File: src/rtl/panel_mem_pkg.sv
// rtl/panel_mem_pkg.sv - shared constants, state encoding and address wrap for the panel memory reader
package panel_mem_pkg;

    localparam int ADDR_W         = 7;
    localparam int NUM_WORDS      = 95;
    localparam int DATA_W         = 512;
    localparam int OUT_W          = 32;
    localparam int BEATS_PER_WORD = DATA_W / OUT_W;

    typedef enum logic [2:0] {
        S_IDLE  = 3'd0,
        S_READ  = 3'd1,
        S_WAIT  = 3'd2,
        S_SHIFT = 3'd3,
        S_FIN   = 3'd4
    } state_t;

    // Memory depth is not a power of two, so the word address wraps explicitly.
    function automatic logic [ADDR_W-1:0] wrap_addr(input logic [ADDR_W-1:0] a);
        return (a == ADDR_W'(NUM_WORDS - 1)) ? '0 : a + ADDR_W'(1);
    endfunction

endpackage

File: src/rtl/panel_word_serializer.sv
// rtl/panel_word_serializer.sv - loads one memory word and shifts it out as OUT_W-bit beats
// Ports: load/load_data capture a word; tdata/tvalid/tready carry beats, low bits first;
//        tlast marks the final beat of the word; first_beat marks beat 0; last_fire
//        pulses when the final beat is accepted.
module panel_word_serializer
    import panel_mem_pkg::*;
#(
    parameter int DATA_W = panel_mem_pkg::DATA_W,
    parameter int OUT_W  = panel_mem_pkg::OUT_W
) (
    input  logic              clk,
    input  logic              reset_n,
    input  logic              load,
    input  logic [DATA_W-1:0] load_data,
    output logic [OUT_W-1:0]  tdata,
    output logic              tvalid,
    input  logic              tready,
    output logic              tlast,
    output logic              first_beat,
    output logic              last_fire
);

    localparam int N_BEATS = DATA_W / OUT_W;
    localparam int CNT_W   = $clog2(N_BEATS);

    logic [DATA_W-1:0] shreg;
    logic [CNT_W-1:0]  beat;
    logic              valid_q;
    logic              fire;

    assign fire       = valid_q && tready;
    assign tdata      = shreg[OUT_W-1:0];
    assign tvalid     = valid_q;
    assign tlast      = (beat == CNT_W'(N_BEATS - 1));
    assign first_beat = (beat == '0);
    assign last_fire  = fire && tlast;

    always_ff @(posedge clk or negedge reset_n) begin
        if (!reset_n) begin
            shreg   <= '0;
            beat    <= '0;
            valid_q <= 1'b0;
        end else if (load) begin
            shreg   <= load_data;
            beat    <= '0;
            valid_q <= 1'b1;
        end else if (fire) begin
            // Zeros shift in, so the output settles to 0 once a word is drained.
            shreg <= shreg >> OUT_W;
            beat  <= beat + CNT_W'(1);
            if (tlast) begin
                valid_q <= 1'b0;
            end
        end
    end

endmodule

File: src/rtl/panel_mem_reader.sv
// rtl/panel_mem_reader.sv - Avalon-MM read master streaming memory words as 32-bit packets
// Ports: start/base_addr/word_count request a run; busy/done/error report progress;
//        avm_* is the memory read port (latency 1); st_* is the output packet stream.
module panel_mem_reader
    import panel_mem_pkg::*;
#(
    parameter int ADDR_W    = panel_mem_pkg::ADDR_W,
    parameter int NUM_WORDS = panel_mem_pkg::NUM_WORDS,
    parameter int DATA_W    = panel_mem_pkg::DATA_W,
    parameter int OUT_W     = panel_mem_pkg::OUT_W
) (
    input  logic              clk,
    input  logic              reset_n,
    input  logic              start,
    input  logic [ADDR_W-1:0] base_addr,
    input  logic [ADDR_W-1:0] word_count,
    output logic              busy,
    output logic              done,
    output logic              error,
    output logic [ADDR_W-1:0] avm_address,
    output logic              avm_chipselect,
    output logic              avm_read,
    input  logic [DATA_W-1:0] avm_readdata,
    output logic [OUT_W-1:0]  st_data,
    output logic              st_valid,
    input  logic              st_ready,
    output logic              st_sop,
    output logic              st_eop
);

    state_t            state_q;
    logic [ADDR_W-1:0] addr_q;
    logic [ADDR_W-1:0] cnt_q;      // words still to deliver, including the current one
    logic              first_q;    // current word is the first of the packet
    logic              err_q;
    logic              bad_req;
    logic              load;
    logic              word_last;
    logic              first_beat;
    logic              last_fire;

    assign bad_req = (base_addr >= ADDR_W'(NUM_WORDS)) || (word_count > ADDR_W'(NUM_WORDS));

    always_ff @(posedge clk or negedge reset_n) begin
        if (!reset_n) begin
            state_q <= S_IDLE;
            addr_q  <= '0;
            cnt_q   <= '0;
            first_q <= 1'b0;
            err_q   <= 1'b0;
        end else begin
            case (state_q)
                S_IDLE: begin
                    if (start) begin
                        addr_q  <= base_addr;
                        cnt_q   <= word_count;
                        first_q <= 1'b1;
                        if (bad_req) begin
                            err_q   <= 1'b1;
                            state_q <= S_FIN;
                        end else if (word_count == '0) begin
                            state_q <= S_FIN;
                        end else begin
                            state_q <= S_READ;
                        end
                    end
                end
                S_READ:  state_q <= S_WAIT;
                S_WAIT:  state_q <= S_SHIFT;
                S_SHIFT: begin
                    if (last_fire) begin
                        first_q <= 1'b0;
                        cnt_q   <= cnt_q - ADDR_W'(1);
                        if (cnt_q == ADDR_W'(1)) begin
                            state_q <= S_FIN;
                        end else begin
                            addr_q  <= wrap_addr(addr_q);
                            state_q <= S_READ;
                        end
                    end
                end
                S_FIN: begin
                    err_q   <= 1'b0;
                    state_q <= S_IDLE;
                end
                default: state_q <= S_IDLE;
            endcase
        end
    end

    assign busy           = (state_q != S_IDLE);
    assign done           = (state_q == S_FIN);
    assign error          = err_q;
    assign avm_read       = (state_q == S_READ);
    assign avm_chipselect = (state_q == S_READ);
    assign avm_address    = addr_q;
    // Read data arrives during WAIT; it is loaded at the end of that cycle.
    assign load           = (state_q == S_WAIT);

    panel_word_serializer #(
        .DATA_W(DATA_W),
        .OUT_W (OUT_W)
    ) u_ser (
        .clk       (clk),
        .reset_n   (reset_n),
        .load      (load),
        .load_data (avm_readdata),
        .tdata     (st_data),
        .tvalid    (st_valid),
        .tready    (st_ready),
        .tlast     (word_last),
        .first_beat(first_beat),
        .last_fire (last_fire)
    );

    assign st_sop = st_valid && first_q && first_beat;
    assign st_eop = st_valid && word_last && (cnt_q == ADDR_W'(1));

endmodule
File: config.mk
export PLATFORM = sky130hd
export DESIGN_NAME = panel_mem_reader
export DESIGN_NICKNAME = d
export VERILOG_FILES = /design/src/rtl/panel_mem_pkg.sv /design/src/rtl/panel_word_serializer.sv /design/src/rtl/panel_mem_reader.sv
export SDC_FILE = /design/constraint.sdc
export NUM_CORES = 1
export LEC_CHECK = 0
export CAP_MARGIN = 30
export CORE_ASPECT_RATIO = 0.9
export CORE_MARGIN = 1.5
export CORE_UTILIZATION = 40
export DETAILED_ROUTE_END_ITERATION = 12
export PLACE_DENSITY = 0.63
export SYNTH_ARGS = -nofsm -noshare
export SYNTH_HDL_FRONTEND = slang
export SYNTH_HIERARCHICAL = 1
export SYNTH_SLANG_ARGS = --single-unit
File: constraint.sdc
create_clock -name clk -period 3.55 [get_ports clk]
set_clock_uncertainty 0.15 [all_clocks]
set_input_delay 0.355 -clock clk [delete_from_list [all_inputs] [get_ports clk]]
set_output_delay 0.355 -clock clk [all_outputs]
set_load 0.02 [all_outputs]
**After elaboration in Yosys (flattened, before gate mapping)**

Cells that the tools add are included.

- Register bits: 536
- Bits in latches: 0
- Memory bits (writable): 0
- Bits in read-only memories: 0
- Input bits: 530
- Output and inout bits: 47
- Memories: 0

- Add/sub/neg operators: 3
- Multiply operators: 0
- Div/mod/pow operators: 0
- $lt $le $gt $ge: 2
- Equal/unequal tests: 11
- Shifts and indexed selects: 0
- Mux-type cells: 27
- Bitwise gates (word level): 0
- Reduce and logical (&&, ||, !) cells: 20

Operator list:

| kind | count |
|---|---|
| 512-bit two-way mux | 2 |
| 7-bit two-way mux | 6 |
| 7-bit one-hot mux with 2 select lines | 2 |
| 3-bit two-way mux | 5 |
| 3-bit one-hot mux with 4 select lines | 1 |
| 4-bit two-way mux | 2 |
| 2-bit != test (second input constant) | 4 |
| 2-bit nonzero test | 4 |
| 7-bit by 1-bit adder with 7-bit output (second input constant) | 1 |
| 7-bit by 1-bit == test with 1-bit output (second input constant) | 1 |
| 7-bit == test (second input constant) | 1 |
| 7-bit >= comparator (second input constant) | 1 |
| 7-bit > comparator (second input constant) | 1 |
| 7-bit zero test | 1 |
| 1-bit two-way mux | 7 |
| 7-bit by 1-bit subtractor with 7-bit output (second input constant) | 1 |
| 3-bit by 2-bit == test with 1-bit output (second input constant) | 2 |
| 1-bit logical AND | 6 |
| 3-bit AND reduction | 2 |
| 4-bit by 1-bit adder with 4-bit output (second input constant) | 1 |
| 4-bit == test (second input constant) | 1 |
| 4-bit zero test | 1 |
| 1-bit one-hot mux with 2 select lines | 2 |
| 2-bit AND reduction | 2 |
| 6 further kinds | 6 |

**Depth between registers and ports, before layout**

- Depth in word-level cells: 5
- Mapped depth: 9
- Depth with buffers taken out: 8

**Modules after synthesis**

The synthesis kept the hierarchy.

Modules (own cells, without submodules):

| module | times used | cells each | area an instance (um^2) | sequential area each (um^2) |
|---|---|---|---|---|
| panel_word_serializer | 1 | 2,279 | 23,587.6 | 12,937.4 |
| panel_mem_reader | 1 | 155 | 1,350.0 | 475.5 |

**Worst setup path after synthesis**

Ideal clock, no wire load.

- Kind: reg2reg
- Start: register state_q[2]
- End: register u_ser.shreg[410]
- Setup time: 83 ps
- Arrival: 1,749 ps
- Data required time: 3,317 ps
- Setup slack: 1,568 ps
- Stages on the path, launching flop included: 9
- Clock period less this slack: 1,982 ps
- Cell sequence: dfrtp_1 > clkbuf_1 > nor3b_1 > buf_2 > buf_4 > buf_2 > clkbuf_1 > nand2_1 > o21ai_0

- Longest elaborated chain between the ends: 2

Ends and longest elaborated chain:

| item | line | RTL |
|---|---|---|
| start: declaration | panel_mem_reader.sv:31 | `state_t state_q;` |
| start signal: assignment | panel_mem_reader.sv:46 | `state_q <= S_IDLE;` |
| start signal: assignment | panel_mem_reader.sv:60 | `state_q <= S_FIN;` |
| start signal: assignment | panel_mem_reader.sv:62 | `state_q <= S_FIN;` |
| 3-bit by 2-bit == test with 1-bit output * | panel_mem_reader.sv:98 | `assign load = (state_q == S_WAIT);` |
| via load | panel_mem_reader.sv:37 | `logic load;` |
| 512-bit two-way mux / 2-bit nonzero test (equally long branches) | - |  |
| end signal: assignment | panel_word_serializer.sv:44 | `shreg <= load_data;` |
| end signal: assignment | panel_word_serializer.sv:49 | `shreg <= shreg >> OUT_W;` |
| end: declaration | panel_word_serializer.sv:26 | `logic [DATA_W-1:0] shreg;` |

The timed path passes the listed nets; every way through them passes the cells marked *.
A chain may end at the register's enable or synchronous reset.

**Worst setup path in the final report**

- Start: register cnt_q[1]
- End: output port st_eop

- Longest elaborated chain between the ends: 2

Ends and longest elaborated chain:

| item | line | RTL |
|---|---|---|
| start: declaration | panel_mem_reader.sv:33 | `logic [ADDR_W-1:0] cnt_q;` |
| start signal: assignment | panel_mem_reader.sv:56 | `cnt_q <= word_count;` |
| start signal: assignment | panel_mem_reader.sv:73 | `cnt_q <= cnt_q - ADDR_W'(1);` |
| 7-bit by 1-bit == test with 1-bit output | panel_mem_reader.sv:117 | `assign st_eop = st_valid && word_last && (cnt_q == ADDR_W'(1));` |
| 1-bit logical AND | panel_mem_reader.sv:117 |  |
| end: declaration | panel_mem_reader.sv:28 | `output logic st_eop` |

Every way passes these cells.

==> flow_summary.html <==
<table>
<tr><th>Metric</th><th>Value</th></tr>
<tr><th colspan="2">Logic synthesis</th></tr>
<tr><td>Proportion of register bits with asynchronous set or reset after synthesis</td><td>1.00</td></tr>
<tr><td>Biggest area contributors in the synthesized netlist</td><td>sky130_fd_sc_hd__dfrtp_1, sky130_fd_sc_hd__mux2i_1, sky130_fd_sc_hd__o21ai_0</td></tr>
<tr><td>Area share of the leading cell type in the synthesized netlist</td><td>0.538</td></tr>
<tr><td>Synth Register Bits</td><td>536</td></tr>
<tr><td>Share of synthesized area occupied by flip-flops and latches</td><td>0.538</td></tr>
<tr><td>Total of warnings raised by yosys</td><td>6</td></tr>
<tr><td>Summed instance area of the synthesized netlist</td><td>24900 sq um</td></tr>
<tr><td>Count of distinct cell types in the synthesized netlist</td><td>55</td></tr>
<tr><td>Instance count of the mapped netlist</td><td>2434</td></tr>
<tr><td>Commonest register cell after synthesis</td><td>sky130_fd_sc_hd__dfrtp_1</td></tr>
<tr><td>Leading area contributor after synthesis</td><td>sky130_fd_sc_hd__dfrtp_1</td></tr>
<tr><td>Syn Nets</td><td>2970</td></tr>
<tr><td>Avg Inst Size Synth</td><td>10.2 sq um</td></tr>
<tr><td>Number of enable-type register cells in the synthesized netlist</td><td>0</td></tr>
<tr><th colspan="2">Clock network</th></tr>
<tr><td>Clock-pin slew of the registers on the worst-case setup and hold paths</td><td>0.06 ns</td></tr>
<tr><td>TritonCTS buffer count</td><td>57</td></tr>
<tr><td>Clock latency at the later pin of the worst-skew pair</td><td>0.60 ns</td></tr>
<tr><td>H-tree lvl count</td><td>2</td></tr>
<tr><td>CTS max path bufs</td><td>3</td></tr>
<tr><td>Clock tree from TritonCTS</td><td>built</td></tr>
<tr><td>Number of buffers added for setup after CTS</td><td>0</td></tr>
<tr><td>Clock tree root buffer cell</td><td>sky130_fd_sc_hd__clkbuf_16</td></tr>
<tr><td>CTS sink cnt</td><td>536</td></tr>
<tr><th colspan="2">Layout</th></tr>
<tr><td>Share of cells above drive strength 1</td><td>0.0483</td></tr>
<tr><td>Area occupied by registers</td><td>13400 sq um</td></tr>
<tr><td>Area growth from synthesis to layout</td><td>32.8%</td></tr>
<tr><td>Most common cell after layout, fill and taps aside</td><td>sky130_fd_sc_hd__clkdlybuf4s50_1</td></tr>
<tr><td>Area of combinational cells with multiple inputs</td><td>10300 sq um</td></tr>
<tr><td>Post-Route Utilization</td><td>0.539</td></tr>
<tr><td>Highest-count cells in the layout ignoring fill and taps</td><td>sky130_fd_sc_hd__clkdlybuf4s50_1, sky130_fd_sc_hd__nand2_1, sky130_fd_sc_hd__dfrtp_1</td></tr>
<tr><td>Post-layout net count</td><td>3430</td></tr>
<tr><td>Number of fillers in the final layout</td><td>5336</td></tr>
<tr><td>Post-route standard cell area excluding fillers</td><td>33100 sq um</td></tr>
<tr><th colspan="2">Timing</th></tr>
<tr><td>Number of pins exceeding their max-slew limit in the final report</td><td>0</td></tr>
<tr><td>Final period utilization</td><td>0.890</td></tr>
<tr><td>Setup repair after global routing missed its margin</td><td>false</td></tr>
<tr><td>Slew HR</td><td>0.428</td></tr>
<tr><td>Hold Worst Slack</td><td>0.151 ns</td></tr>
<tr><td>Endpoints failing hold</td><td>0</td></tr>
<tr><td>Setup TNS</td><td>0 ns</td></tr>
<tr><td>F_max</td><td>317 MHz</td></tr>
<tr><td>Final setup violating endpoints</td><td>0</td></tr>
<tr><td>Slew at the pin with the worst max-slew slack</td><td>0.856 ns</td></tr>
<tr><td>Time the final worst path needs with I/O delays and setup</td><td>3.16 ns</td></tr>
<tr><th colspan="2">Floorplanning</th></tr>
<tr><td>Chip height</td><td>240 um</td></tr>
<tr><td>Number of core rows</td><td>86</td></tr>
<tr><td>Boundary pin count</td><td>577</td></tr>
<tr><td>Horizontal die dimension</td><td>266 um</td></tr>
<tr><td>Core area</td><td>61400 sq um</td></tr>
<tr><td>Die area</td><td>63900 sq um</td></tr>
<tr><td>Initial core utilization</td><td>0.406</td></tr>
<tr><th colspan="2">Placement</th></tr>
<tr><td>Instance area after placement</td><td>31100 sq um</td></tr>
<tr><td>Count of input and output buffers</td><td>576</td></tr>
<tr><td>Post-detailed-placement half-perimeter wirelength</td><td>55300 um</td></tr>
<tr><td>Placer congestion estimate</td><td>0.869</td></tr>
<tr><th colspan="2">Worst setup path</th></tr>
<tr><td>Worst-path maximum fanout</td><td>4</td></tr>
<tr><td>Worst Setup Start Kind</td><td>flip-flop</td></tr>
<tr><td>Required arrival time at the worst endpoint</td><td>3.04 ns</td></tr>
<tr><td>Logic depth of the worst register-to-register path</td><td>8</td></tr>
<tr><td>Kind of critical path</td><td>reg2out</td></tr>
<tr><td>Family with the most delay on the worst path</td><td>simple AND/OR/NAND/NOR gates</td></tr>
<tr><td>Ordered list of cells on the worst path</td><td>inv_1 &gt; ha_1 &gt; nor3b_1 &gt; and2_1 &gt; and3_1 &gt; clkdlybuf4s50_1</td></tr>
<tr><td>Crit Reg-Reg Startpoint</td><td>u_ser/beat[0]</td></tr>
<tr><td>Setup slack of the most critical reg-to-reg path</td><td>1.14 ns</td></tr>
<tr><td>Sort of element at the end of the critical path</td><td>output port</td></tr>
<tr><td>Worst EP arrival</td><td>2.65 ns</td></tr>
<tr><td>Bufs and invs on worst path</td><td>2</td></tr>
<tr><td>Reg2reg end</td><td>cnt_q[3]</td></tr>
<tr><td>Largest stage delay, worst path</td><td>0.60 ns</td></tr>
<tr><td>Slowest stage cell on the critical path</td><td>sky130_fd_sc_hd__clkdlybuf4s50_1</td></tr>
<tr><th colspan="2">Flow run</th></tr>
<tr><td>Number of max-capacitance violations reported</td><td>0</td></tr>
<tr><th colspan="2">GRT</th></tr>
<tr><td>Via count of the first global-routing pass</td><td>19400</td></tr>
<tr><td>Total global routing overflow</td><td>0</td></tr>
<tr><td>Initial antenna violation count</td><td>18</td></tr>
<tr><td>Overall Global Routing Usage</td><td>0.232</td></tr>
<tr><td>First-pass GRT wire length</td><td>115000 um</td></tr>
<tr><td>Pin count of the biggest net entering global routing</td><td>184</td></tr>
<tr><th colspan="2">Hold path</th></tr>
<tr><td>Min-Delay Path Class</td><td>in2async</td></tr>
<tr><th colspan="2">Route</th></tr>
<tr><td>Number of iterations in the first detailed-routing pass</td><td>5</td></tr>
<tr><td>Average routed wire per standard cell</td><td>19.9 um</td></tr>
<tr><td>Post-detailed-route DRC marker count</td><td>0</td></tr>
<tr><td>Via-to-Cell Ratio</td><td>5.08</td></tr>
<tr><td>Number of nets with antenna violations after routing</td><td>0</td></tr>
<tr><td>Total via count after detailed routing</td><td>19300</td></tr>
<tr><td>Routed Wire Length</td><td>75400 um</td></tr>
<tr><td>Starting DRT DRC Count</td><td>1482</td></tr>
<tr><th colspan="2">Pwr</th></tr>
<tr><td>Worst vdd ir</td><td>0.000423 V</td></tr>
<tr><td>Power per cell area</td><td>676 nW/um^2</td></tr>
<tr><td>Leak Pwr</td><td>0.0153 uW</td></tr>
<tr><th colspan="2">Outcome</th></tr>
<tr><td>Outcome</td><td>completed</td></tr>
</table>
report_power, final:
part	total [uW]	switching, uW	internal, uW	leakage (uW)
logic	6270	3240	3030	0.00718
registers	9930	1610	8320	0.00714
clock network	6180	2510	3670	0.000972
cells by family (layout without fill, tap and decap cells):
family	Yosys count	in the layout	share of synthesized area
buf+inv	220	727	0.0480
compound gates	564	564	0.117
mux	482	482	0.194
other cells	0	10	0
simple gates	624	624	0.0995
xor+xnor	2	2	0.000703
fa+ha+maj	6	6	0.00301
flops	536	536	0.538
area by class of cell:
class | count | area share
diodes | 10 | 0.000755
clock buffers | 81 | 0.0497
clock inverters | 25 | 0.00929
inverters | 7 | 0.000793
multi-input cells | 1678 | 0.312
flip-flops and latches | 536 | 0.405
well taps | 836 | 0.0316
repair buffers | 614 | 0.191
cell usage after synthesis, types with 2 or more instances:
cell type	count
sky130_fd_sc_hd__nor3b_1	4
sky130_fd_sc_hd__nand2b_1	3
sky130_fd_sc_hd__dfrtp_1	536
sky130_fd_sc_hd__inv_1	7
sky130_fd_sc_hd__a31oi_1	2
sky130_fd_sc_hd__o21ai_1	4
sky130_fd_sc_hd__nor3_1	5
sky130_fd_sc_hd__nand2_1	565
sky130_fd_sc_hd__and3_1	4
sky130_fd_sc_hd__nor3_2	2
sky130_fd_sc_hd__a21oi_1	11
sky130_fd_sc_hd__buf_6	3
sky130_fd_sc_hd__o22ai_1	3
sky130_fd_sc_hd__ha_1	6
sky130_fd_sc_hd__or3_1	3
sky130_fd_sc_hd__o21ai_0	519
sky130_fd_sc_hd__clkbuf_1	71
sky130_fd_sc_hd__buf_2	68
sky130_fd_sc_hd__nand3b_1	2
sky130_fd_sc_hd__a22oi_1	2
sky130_fd_sc_hd__o311ai_1	2
sky130_fd_sc_hd__a21o_1	2
sky130_fd_sc_hd__a2bb2oi_1	2
sky130_fd_sc_hd__nand4_1	2
sky130_fd_sc_hd__o2bb2ai_1	2
sky130_fd_sc_hd__and2_1	5
sky130_fd_sc_hd__mux2i_1	481
sky130_fd_sc_hd__nor2_1	14
sky130_fd_sc_hd__nand3_1	8
sky130_fd_sc_hd__nor4_1	2
sky130_fd_sc_hd__buf_4	70
timing repair:
item	4_1_cts	5_1_grt
resized for setup	0	0
hold endpoints to repair	53	0
hold buffers	1	0
how the worst max path moves through the flow:
stage	from	endpoint	slack (ns)	cells past startpoint
after floorplan	state_q[2]	u_ser/shreg[410]	1.57	8
after global placement	st_ready	avm_address[3]	0.93	8
after detailed placement	st_ready	cnt_q[3]	0.88	8
after CTS	cnt_q[1]	st_eop	0.35	6
after global routing	cnt_q[1]	st_eop	0.14	6
final	cnt_q[1]	st_eop	0.39	6
worst reg2reg max path: stages (launching register included):
cell and delay [ns]:
sky130_fd_sc_hd__dfrtp_1 0.42, sky130_fd_sc_hd__ha_1 0.22, sky130_fd_sc_hd__and3_1 0.17, sky130_fd_sc_hd__nand2_1 0.08, sky130_fd_sc_hd__inv_1 0.08, sky130_fd_sc_hd__and3_4 0.19, sky130_fd_sc_hd__o21bai_1 0.67, sky130_fd_sc_hd__a21oi_1 0.09
sky130_fd_sc_hd__o22a_1 0.22
layer usage:
layer  wire length, um  up-vias  track usage
met5                90        -            0
met4              1710       14       0.0666
met3              4080      103       0.0438
met2             36300      533        0.381
met1             33300     9314        0.313
li1                  -     9291            -
through the flow:
| step | cells | setup WS [ns] | total power (uW) |
|---|---|---|---|
| final | 3787 | 0.390 | 22400 |
| after global routing | 3785 | 0.136 | 23800 |
| after CTS | 3777 | 0.347 | 22600 |
| after detailed placement | 3670 | 0.881 | 16400 |
| after global placement | 3670 | 0.931 | 16000 |
| after floorplan | 2434 | 1.57 | 13900 |
state kept, by name, summed over array words and instances, names as in the netlist:
register / count
avm_address: 7
cnt_q: 7
u_ser/tvalid: 1
first_q: 1
u_ser/shreg: 512
state_q: 3
error: 1
u_ser/beat: 4
Power figures use the tool's default switching activity.
